$ cat config.mk
export PLATFORM = sky130hd
export DESIGN_NAME = axi_inval_buffer
export DESIGN_NICKNAME = d
export VERILOG_FILES = /design/src/rtl/axi_inval_buffer.sv
export SDC_FILE = /design/constraint.sdc
export NUM_CORES = 1
export LEC_CHECK = 0
export CELL_PAD_IN_SITES_DETAIL_PLACEMENT = 1
export CELL_PAD_IN_SITES_GLOBAL_PLACEMENT = 2
export CORE_MARGIN = 3
export CORE_UTILIZATION = 30
export CTS_CLUSTER_SIZE = 28
export DETAILED_ROUTE_END_ITERATION = 7
export DONT_BUFFER_PORTS = 1
export PLACE_DENSITY = 0.59
export SLEW_MARGIN = 20
export SYNTH_ARGS = -nofsm -noshare
export SYNTH_HDL_FRONTEND = slang
export SYNTH_SLANG_ARGS = --single-unit
$ cat constraint.sdc
create_clock -name clk_i -period 4.9 [get_ports clk_i]
set_input_delay 0.49 -clock clk_i [delete_from_list [all_inputs] [get_ports clk_i]]
set_output_delay 0.49 -clock clk_i [all_outputs]
set_load 0.1 [all_outputs]
$ cat src/rtl/axi_inval_buffer.sv
// Invalidation-request buffer between the AXI invalidation filter and CVA6.
// Aligns incoming byte addresses to L1 D-cache lines, merges requests that hit
// a pending line, and hands lines to CVA6 one at a time over valid/ready.
module axi_inval_buffer #(
  parameter int unsigned AddrWidth   = 64,
  parameter int unsigned L1LineWidth = 16,
  parameter int unsigned Depth       = 4
) (
  input  logic                       clk_i,
  input  logic                       rst_ni,
  input  logic                       en_i,
  input  logic [AddrWidth-1:0]       in_addr_i,
  input  logic                       in_valid_i,
  output logic                       in_ready_o,
  output logic [AddrWidth-1:0]       inval_addr_o,
  output logic                       inval_valid_o,
  input  logic                       inval_ready_i,
  output logic [$clog2(Depth+1)-1:0] pending_o,
  output logic [15:0]                coalesced_o
);

  localparam int unsigned LineLsb = $clog2(L1LineWidth);
  localparam int unsigned LineW   = AddrWidth - LineLsb;
  localparam int unsigned PtrW    = $clog2(Depth);
  localparam int unsigned CntW    = $clog2(Depth + 1);

  logic [LineW-1:0] mem_q [Depth];
  logic [PtrW-1:0]  wr_ptr_q, rd_ptr_q;
  logic [CntW-1:0]  count_q, count_d;
  logic [15:0]      coalesced_q, coalesced_d;

  logic [LineW-1:0] in_line;
  logic [Depth-1:0] hit_vec;
  logic             hit, full, push, pop, merge;

  // Offset bits within a line never matter.
  logic unused_line_offset;
  assign unused_line_offset = ^in_addr_i[LineLsb-1:0];

  assign in_line = in_addr_i[AddrWidth-1:LineLsb];
  assign pop     = (count_q != '0) && inval_ready_i;
  assign full    = (count_q == CntW'(Depth));

  // Compare the incoming line against every occupied entry; the head is
  // excluded while it leaves this cycle so the request is not lost.
  always_comb begin
    hit_vec = '0;
    for (int i = 0; i < Depth; i++) begin
      hit_vec[i] = (CntW'(PtrW'(PtrW'(i) - rd_ptr_q)) < count_q)
                   && !(pop && (PtrW'(i) == rd_ptr_q))
                   && (mem_q[i] == in_line);
    end
  end

  assign hit        = |hit_vec;
  // A pop does not free space for a push in the same cycle (no fall-through).
  assign in_ready_o = !en_i || hit || !full;
  assign push       = in_valid_i && en_i && !hit && !full;
  assign merge      = in_valid_i && en_i && hit;

  // Next-state for occupancy and the saturating merge counter.
  always_comb begin
    count_d     = count_q + CntW'(push) - CntW'(pop);
    coalesced_d = coalesced_q;
    if (merge && (coalesced_q != 16'hFFFF)) begin
      coalesced_d = coalesced_q + 16'd1;
    end
  end

  // Pointer, occupancy and counter registers.
  always_ff @(posedge clk_i or negedge rst_ni) begin
    if (!rst_ni) begin
      wr_ptr_q    <= '0;
      rd_ptr_q    <= '0;
      count_q     <= '0;
      coalesced_q <= '0;
    end else begin
      if (push) wr_ptr_q <= wr_ptr_q + PtrW'(1);
      if (pop)  rd_ptr_q <= rd_ptr_q + PtrW'(1);
      count_q     <= count_d;
      coalesced_q <= coalesced_d;
    end
  end

  // Line storage; cleared on reset so the idle output address reads zero.
  always_ff @(posedge clk_i or negedge rst_ni) begin
    if (!rst_ni) begin
      for (int i = 0; i < Depth; i++) mem_q[i] <= '0;
    end else if (push) begin
      mem_q[wr_ptr_q] <= in_line;
    end
  end

  assign inval_valid_o = (count_q != '0);
  assign inval_addr_o  = {mem_q[rd_ptr_q], {LineLsb{1'b0}}};
  assign pending_o     = count_q;
  assign coalesced_o   = coalesced_q;

endmodule

==> results of run 1 <==
worst max-delay path: stages, from the launching register on:
cell       delay, ps
dfrtp_4          470
inv_1            120
ha_1             280
inv_1             70
ha_1             210
nor2b_1          120
a2111oi_0        580
nand4_1          200
nor3_1           240
a22oi_1          110
and3_4           250
buf_4            220
nand4_1          110
buf_4            300
cell usage in the layout, fill, tap and decap left out, drive strengths merged, types with 5 or more instances in the layout:
cell,instances
dfrtp,263
mux2,242
xor2,202
mux4,60
xnor2,57
clkbuf,53
nor4,47
nand4,31
buf,22
ha,15
inv,14
nand2,10
nor3,8
nand3,7
a2111oi,5
and3,5
routing by layer:
metal  vias to the layer above  wire (microns)  part of all wire (%)
li1                       3827               -                     -
met1                      4578           20510                    43
met2                       157           23310                    49
met3                        47            3067                   6.4
met4                         0             848                   1.8
met5                         -               0                     0
area by class of cell:
| cell class | instances | area, sq um |
|---|---|---|
| Inverter | 11 | 41.29 |
| Sequential cell | 263 | 6586 |
| Clock buffer | 53 | 1013 |
| Fill cell | 4986 | 31760 |
| Multi-Input combinational cell | 724 | 7490 |
| Timing Repair Buffer | 22 | 227.7 |
| Clock inverter | 5 | 61.31 |
| Tap cell | 615 | 769.5 |
state kept, by name, summed over array words and instances, names as in the netlist:
name,count
mem_q,240
coalesced_o,16
pending_o,3
rd_ptr_q,2
wr_ptr_q,2
cell families after synthesis:
logic type | count (synthesis) | share of synthesized area, %
compound gates | 13 | 0.5911
xor+xnor | 259 | 15.64
fa+ha+maj | 16 | 1.422
buf+inv | 120 | 3.847
flops | 263 | 45.07
mux | 302 | 27.91
other cells | 1 | 0.02568
simple gates | 130 | 5.500
cells in the mapped netlist, drive strengths merged (2+ instances only):
library cell / n
dfrtp: 263
and2: 3
nor3: 8
ha: 15
nand4: 31
and3: 5
buf: 48
nand3: 7
mux2: 242
xnor2: 57
nor2: 4
nand2: 10
o21ai: 3
clkbuf: 61
or4: 4
mux4: 60
nor3b: 2
xor2: 202
or3: 4
a2111oi: 5
a21oi: 4
nor4: 47
inv: 11
stage by stage:
| stage | utilization, % | area, sq um | hold slack (ps) | setup WS, ps |
|---|---|---|---|---|
| final | 33.77 | 16190 | -356.4 | 550.7 |
| after detailed placement | 31.52 | 15110 | 201.8 | 836.4 |
| after floorplan | - | 14620 | 194.4 | 191.1 |
| after global placement | 31.52 | 15110 | 200.6 | 880.6 |
| after CTS | 33.77 | 16190 | -395.1 | 511.0 |
| after global routing | 33.77 | 16190 | -379.4 | 291.6 |
how the worst max path moves through the flow:
| stage | cells after the start | start | slack (ps) | endpoint |
|---|---|---|---|---|
| after floorplan | 18 | pending_o[2] | 190 | pending_o[2] |
| after global placement | 18 | rd_ptr_q[0] | 880 | pending_o[2] |
| after detailed placement | 18 | rd_ptr_q[0] | 840 | pending_o[2] |
| after CTS | 13 | rd_ptr_q[0] | 510 | in_ready_o |
| after global routing | 13 | rd_ptr_q[0] | 290 | in_ready_o |
| final | 13 | rd_ptr_q[0] | 550 | in_ready_o |
==> key figures, run 1 <==
Cells and area
  • Fin nets: 1142
  • Layout cells sized above 1: 35.53%
  • Final std cells w/o fill: 1693
  • Diodes inserted: 0
  • Area Overhead vs Synth: 10.86%

Setup path
  • Reg-to-reg slack, setup: 830 ps
  • Critical path class: reg -> out
  • Arr. time, crit path: 3860 ps
  • CP startpoint kind: flop
  • Crit path required time: 4410 ps
  • R2R depth: 18
  • Crit-path max FO: 19
  • Worst R2R End: pending_o[2]
  • Worst r2r src: rd_ptr_q[0]
  • Endpoint type of the worst setup path: output pin

Route
  • Number of routed nets with antenna violations: 0
  • Iter 0 DRT Violations: 505
  • Final WL: 47740 microns
  • DRC errors left: 0
  • 1st-pass router iterations: 4
  • WL per Instance: 28.20 microns
  • Via count: 8609
  • Vias per Instance: 5.085

Die
  • Ports: 154
  • Core area: 47950 sq um
  • Initial Utilization: 30.46%
  • DIE HEIGHT: 226.6 microns
  • Die area: 51360 sq um
  • Die span in x: 226.6 microns
  • Core Rows: 80

GRT
  • M1 GR Usage: 23.99%
  • Largest net degree at the start of global routing: 264
  • Vias in the first global route: 9194
  • Total gr overflow: 0
  • Met2 usage: 30.77%
  • Initial antenna violation count: 1
  • Met3 track demand over resource: 4.972%
  • Tot GR Track Use: 18.54%
  • Busiest metal layer after global routing: met2
  • First-pass GRT wire length: 68050 microns

Synthesis
  • Seq/Total Area, Yosys: 45.07%
  • Cell variety after synth: 38
  • YS warnings: 0
  • Yosys reg bits: 263
  • Yosys top cell area share: 45.07%
  • Async set-or-reset flop fraction in the synthesized netlist: 100.0%
  • Synth area leader: dfrtp_1
  • Number of synthesized flops with an enable pin: 0
  • Top_reg_cell synth: dfrtp_1
  • Syn Area/Cell: 13.23 sq um
  • Netlist Area Pre-Place: 14600 sq um
  • Mapped Cells: 1104
  • Area contributors post-synth: dfrtp_1 45%, mux2_2 19%, xor2_1 12%

STA
  • RSZ-0062 raised after global routing: no
  • Slew @ Worst Pin: 1022 ps
  • Worst Hold Margin: -356.4 ps
  • Final setup fails: 0
  • Final hold viol count: 263
  • Tmin final: 4349 ps
  • Fin crit share: 88.76%
  • Max Freq: 229.9 MHz
  • Setup TNS: 0 ps
  • Worst Skew: 33.41 ps
  • Worst slew margin: 31.86%
  • Max Transition Viols Final: 0

Clock tree
  • Clock latency on the worst-skew pair: 560 ps
  • Buffer count from post-CTS setup fixing: 0
  • Total CTS buffers: 35
  • CTS Sinks: 263
  • Longest Clk Path Bufs: 3
  • Number of H-tree levels: 2
  • Clock slew at reported path FFs: 60 ps
  • CTS tree: yes
  • CTS Root Buffer Type: clkbuf_16
  • Post-CTS resize count: 0

Placement
  • Detailed Place HPWL: 33340 microns
  • Placed Cells: 1635
  • Port bufs: 0
  • Routability Congestion: 0.7884

Status
  • Failing checks: hold timing
  • Status: complete, but fails checks

Hold path
  • Path type of the worst min-delay path: in -> async

Run
  • Max_cap viols: 0
Power of run 1 is left out: the tool's default activity adds up to more than one toggle a clock period on the data nets, which glitch-free logic cannot reach.
==> run 2: changes to the inputs <==
--- a/config.mk
+++ b/config.mk
@@ -8,11 +8,12 @@
 export CELL_PAD_IN_SITES_DETAIL_PLACEMENT = 1
 export CELL_PAD_IN_SITES_GLOBAL_PLACEMENT = 2
 export CORE_MARGIN = 3
-export CORE_UTILIZATION = 30
+export CORE_UTILIZATION = 41
 export CTS_CLUSTER_SIZE = 28
 export DETAILED_ROUTE_END_ITERATION = 7
 export DONT_BUFFER_PORTS = 1
-export PLACE_DENSITY = 0.59
+export PLACE_DENSITY = 0.76
+export SETUP_SLACK_MARGIN = 0.02
 export SLEW_MARGIN = 20
 export SYNTH_ARGS = -nofsm -noshare
 export SYNTH_HDL_FRONTEND = slang
==> run 2 against run 1 <==
- global-route usage up 3.9 points
- worst setup slack better by 260 ps
- critical path type unchanged
- the run still ends with hold timing left
- largest cell class unchanged
- clock skew down 16 ps
- critical endpoint unchanged
- critical path depth down 1
- clock-buffer cell count down 10
- cell count down 9.8%
- fmax up 6.3%
- die area down 26%
- via count up 0.57%
- non-clock buffer count down 2
- sequential share of layout area up 0.93 points
==> key figures, run 2 (synthesis gave the netlist of run 1 again) <==
Placement
  • Routability Congestion: 0.8473 (+7.5%)
  • DP Worst Slack: 773.3 ps (-63.11 ps)
  • Port bufs: 0 (unchanged)
  • Detailed Place HPWL: 30650 microns (-8.1%)

Setup path
  • Crit path required time: 4410 ps (about the same)
  • Critical path class: reg -> out
  • Endpoint type of the worst setup path: output pin
  • CP startpoint kind: flop
  • Arr. time, crit path: 3600 ps (-260 ps)
  • Worst R2R End: pending_o[2]
  • Reg-to-reg slack, setup: 830 ps (about the same)
  • R2R depth: 18 (unchanged)
  • Crit-path max FO: 21 (+2)
  • Worst r2r src: rd_ptr_q[0]
  • Critical path launch point: rd_ptr_q[0]

Die
  • Core Rows: 68 (-15%)
  • Initial Utilization: 41.97% (+12 points)
  • Die area: 37920 sq um (-26%)
  • Die span in x: 194.7 microns (-14%)
  • Core area: 34800 sq um (-27%)
  • Ports: 154 (unchanged)
  • DIE HEIGHT: 194.7 microns (-14%)

STA
  • RSZ-0062 raised after global routing: no
  • Tmin final: 4090 ps (-258.9 ps)
  • Slew @ Worst Pin: 1050 ps (+27.61 ps)
  • Setup TNS: 0 ps (unchanged)
  • Final setup fails: 0 (unchanged)
  • Worst Hold Margin: -379.0 ps (-22.58 ps)
  • Fin crit share: 83.48% (-5.3 points)
  • PnR worst setup slack: 809.7 ps (+258.9 ps)
  • Final hold viol count: 263 (unchanged)
  • Worst slew margin: 30.02% (-1.8 points)
  • Max Transition Viols Final: 0 (unchanged)
  • Worst Skew: 17.49 ps (-15.93 ps)
  • Max Freq: 244.5 MHz (+6.3%)

Status
  • Status: complete, but fails checks
  • Failing checks: hold timing

Route
  • Iter 0 DRT Violations: 605 (+20%)
  • DRC errors left: 0 (unchanged)
  • 1st-pass router iterations: 4 (unchanged)
  • Via count: 8658 (+0.57%)
  • Final WL: 43240 microns (-9.4%)
  • WL per Instance: 28.32 microns (+0.43%)
  • Vias per Instance: 5.670 (+12%)
  • Number of routed nets with antenna violations: 0 (unchanged)

Clock tree
  • CTS Sinks: 263 (unchanged)
  • Clock latency on the worst-skew pair: 570 ps (about the same)
  • Longest Clk Path Bufs: 3 (unchanged)
  • Total CTS buffers: 31 (-11%)
  • CTS Root Buffer Type: clkbuf_16
  • Buffer count from post-CTS setup fixing: 0 (unchanged)
  • Clock slew at reported path FFs: 60 ps (about the same)
  • CTS tree: yes
  • Number of H-tree levels: 1 (-1)

Cells and area
  • Max reg flops: 240 (unchanged)
  • Fin nets: 1136 (-0.53%)
  • Area Overhead vs Synth: 8.370%
  • Most flops, register: mem_q
  • Most common cell after layout, fill and taps aside: dfrtp_1
  • Layout cells sized above 1: 35.17% (-0.36 points)
  • Diodes inserted: 0 (unchanged)
  • Commonest cells after routing, fill and taps aside: 261 x dfrtp_1, 242 x mux2_2, 202 x xor2_1

Run
  • Max_cap viols: 0 (unchanged)

GRT
  • Total gr overflow: 0 (unchanged)
  • Vias in the first global route: 9249 (+0.60%)
  • Initial antenna violation count: 1 (unchanged)
  • First-pass GRT wire length: 63650 microns (-6.5%)
  • Tot GR Track Use: 22.45% (+3.9 points)
  • Largest net degree at the start of global routing: 264 (unchanged)

Hold path
  • Path type of the worst min-delay path: in -> async
-- run 2: changes by cell type in the layout (fill, tap and decap cells not counted), sizes merged --
cell,before,now
clkinv,1,8
bufinv,1,2
buf,22,20
clkbuf,53,43
inv,14,12
-- run 2: worst max path at each step --
stage,to,cells after the start,slack [ps]
3_5_place_dp,pending_o[2],18,770
6_report,in_ready_o,12,810
2_1_floorplan,pending_o[2],18,190
3_3_place_gp,pending_o[2],18,850
5_1_grt,pending_o[2],18,520
4_1_cts,in_ready_o,12,730
-- run 2: worst max-delay path: stages (launching register included) --
cell	delay, ps
dfrtp_4	470
inv_1	120
ha_1	280
inv_1	70
ha_1	210
nor2b_1	120
a2111oi_0	500
nand4_1	200
nor3_1	230
a22oi_1	110
and3_4	300
nand4_1	130
buf_4	290
-- run 2: final cells by class --
type | count | area (sq um)
clock buffer | 43 | 830.8
clock inverter | 11 | 108.9
fill | 3489 | 18970
inverter | 11 | 41.29
multi-input combinational | 724 | 7490
sequential | 263 | 6586
tap | 455 | 569.3
timing repair buffer | 20 | 200.2
-- run 2: repair_timing --
action / CTS / global route
gates resized for setup: 0 / 0
endpoints found under the hold margin: 263 / 263
setup endpoints to repair: 0 / 0
-- run 2: per-layer routing --
layer,global-route usage (%),wire (microns)
met4,4.647,900
met3,6.414,2975
met1,29.91,18580
met5,0,0
met2,36.90,20790
-- run 2: through the flow --
stage | area [sq um] | utilization [%] | instances
after floorplan | 14620 | - | 1107
after global placement | 14890 | 42.78 | 1473
after detailed placement | 14890 | 42.78 | 1473
after CTS | 15830 | 45.48 | 1527
after global routing | 15830 | 45.48 | 1527
final | 15830 | 45.48 | 1527
Power of run 2 is left out for the same reason.
==> run 3: changes to the inputs <==
--- a/config.mk
+++ b/config.mk
@@ -8,11 +8,11 @@
 export CELL_PAD_IN_SITES_DETAIL_PLACEMENT = 1
 export CELL_PAD_IN_SITES_GLOBAL_PLACEMENT = 2
 export CORE_MARGIN = 3
-export CORE_UTILIZATION = 41
+export CORE_UTILIZATION = 45
 export CTS_CLUSTER_SIZE = 28
 export DETAILED_ROUTE_END_ITERATION = 7
 export DONT_BUFFER_PORTS = 1
-export PLACE_DENSITY = 0.76
+export PLACE_DENSITY = 0.79
 export SETUP_SLACK_MARGIN = 0.02
 export SLEW_MARGIN = 20
 export SYNTH_ARGS = -nofsm -noshare
==> constraint.sdc (replaced) <==
create_clock -name clk_i -period 4 [get_ports clk_i]
set_input_delay 0.4 -clock clk_i [delete_from_list [all_inputs] [get_ports clk_i]]
set_output_delay 0.4 -clock clk_i [all_outputs]
set_load 0.1 [all_outputs]
==> run 3 against run 2 <==
- the run still ends with hold timing left
- worst hold slack got worse by 100 ps
- critical path depth fell by 3
- global-route usage rose by 3.6 points
==> key figures, run 3 (synthesis gave the netlist of run 1 again) <==
Setup path
  • Worst r2r src: mem_q[186]
  • Reg-to-reg slack, setup: 250 ps (-580 ps)
  • CP startpoint kind: flop
  • Crit-path max FO: 20 (-4.8%)
  • Crit path required time: 3600 ps (-810 ps)
  • Worst R2R End: pending_o[2]
  • R2R depth: 14 (-4)
  • Endpoint type of the worst setup path: output pin
  • Arr. time, crit path: 3470 ps (-130 ps)
  • Critical path class: reg -> out

Route
  • Via count: 9148 (+5.7%)
  • Iter 0 DRT Violations: 438 (-28%)
  • Vias per Instance: 5.757 (+1.5%)
  • WL per Instance: 28.26 microns (-0.19%)
  • DRC errors left: 0 (unchanged)
  • 1st-pass router iterations: 4 (unchanged)
  • Final WL: 44910 microns (+3.9%)
  • Number of routed nets with antenna violations: 0 (unchanged)

Clock tree
  • Longest Clk Path Bufs: 3 (unchanged)
  • Number of H-tree levels: 1 (unchanged)
  • CTS Sinks: 263 (unchanged)
  • CTS Root Buffer Type: clkbuf_16
  • Clock slew at reported path FFs: 60 ps (about the same)
  • Clock latency on the worst-skew pair: 580 ps (about the same)
  • CTS Hold Buffers Added: 60
  • CTS tree: yes
  • Total CTS buffers: 31 (unchanged)

GRT
  • First-pass GRT wire length: 66320 microns (+4.2%)
  • Met3 track demand over resource: 5.348% (-1.1 points)
  • M1 GR Usage: 35.14% (+5.2 points)
  • Initial antenna violation count: 1 (unchanged)
  • Largest net degree at the start of global routing: 264 (unchanged)
  • Busiest metal layer after global routing: met2
  • Total gr overflow: 0 (unchanged)
  • Tot GR Track Use: 26.02% (+3.6 points)
  • Vias in the first global route: 9800 (+6.0%)
  • Met2 usage: 43.51% (+6.6 points)

STA
  • Tmin final: 3869 ps
  • Final hold viol count: 263 (unchanged)
  • Worst Hold Margin: -479.2 ps (-100.2 ps)
  • Max Transition Viols Final: 0 (unchanged)
  • Worst slew margin: 24.49% (-5.5 points)
  • Max Freq: 258.4 MHz
  • Fin crit share: 96.73%
  • Setup TNS: 0 ps (unchanged)
  • Worst Skew: 9.155 ps (-8.332 ps)
  • Slew @ Worst Pin: 1133 ps (+82.86 ps)
  • Final setup fails: 0 (unchanged)
  • RSZ-0062 raised after global routing: no

Placement
  • Area post-placement: 15090 sq um (+1.4%)
  • Port bufs: 0 (unchanged)
  • Detailed Place HPWL: 30150 microns (-1.6%)
  • Routability Congestion: 0.8400 (-0.86%)

Cells and area
  • Final Cell Area: 16720 sq um (+5.7%)
  • Layout cells sized above 1: 35.53% (+0.36 points)
  • Most flops, register: mem_q
  • Layout Utilization: 52.59% (+7.1 points)
  • Fin nets: 1216 (+7.0%)
  • Area Overhead vs Synth: 14.50%
  • Max reg flops: 240 (unchanged)
  • Diodes inserted: 0 (unchanged)
  • Most common cell after layout, fill and taps aside: dfrtp_1
  • Commonest cells after routing, fill and taps aside: 258 x dfrtp_1, 242 x mux2_2, 202 x xor2_1

Die
  • Die area: 34650 sq um (-8.6%)
  • Core Rows: 65 (-4.4%)
  • DIE HEIGHT: 186.2 microns (-4.4%)
  • Core area: 31800 sq um (-8.6%)
  • Ports: 154 (unchanged)
  • Initial Utilization: 45.93% (+4.0 points)
  • Die span in x: 186.2 microns (-4.4%)

Status
  • Failing checks: hold timing
  • Status: complete, but fails checks

Run
  • Max_cap viols: 0 (unchanged)

Hold path
  • Path type of the worst min-delay path: in -> async
-- run 3: layout make-up --
| type | instances | area, sq um |
|---|---|---|
| fill | 3126 | 15080 |
| multi-input combinational | 724 | 7518 |
| sequential | 263 | 6593 |
| timing repair buffer | 100 | 1017 |
| clock buffer | 49 | 933.4 |
| tap | 435 | 544.3 |
| clock inverter | 7 | 75.07 |
| inverter | 11 | 41.29 |
-- run 3: critical path, stage by stage (launching register included) --
cell	delay (ps)
dfrtp_1	400
xor2_1	210
nor4_1	600
nand4_1	270
a2111oi_1	510
nand4_1	160
and3_4	220
buf_6	170
nand4_1	130
buf_12	190
-- run 3: through the flow --
stage          hold slack [ps]  instances  worst slack, ps
6_report                -479.2       1589            130.7
5_1_grt                 -511.1       1589            25.57
4_1_cts                 -498.0       1589            53.44
3_5_place_dp             112.4       1473            192.9
3_3_place_gp             112.3       1473            251.4
2_1_floorplan            104.4       1107            25.40
-- run 3: how the worst max path moves through the flow --
stage,from,end,slack (ps)
finish,mem_q[186],in_ready_o,130
detailed placement,rd_ptr_q[0],pending_o[2],190
floorplan,rd_ptr_q[1],pending_o[2],30
global placement,rd_ptr_q[0],pending_o[2],250
global route,mem_q[186],in_ready_o,30
CTS,rd_ptr_q[0],in_ready_o,50
-- run 3: what timing repair did --
| item | in CTS | in global routing |
|---|---|---|
| gates resized for setup | 2 | 5 |
| endpoints found under the hold margin | 503 | 263 |
| buffers inserted | 0 | 0 |
| pin swaps | 1 | 2 |
| endpoints found under the setup margin | 1 | 2 |
-- run 3: per-layer routing --
metal / vias up / wire length [microns]
li1: 3967 / -
met1: 4931 / 19070
met2: 197 / 22160
met3: 51 / 2540
met4: 2 / 1128
met5: - / 13
Power of run 3 is left out for the same reason.
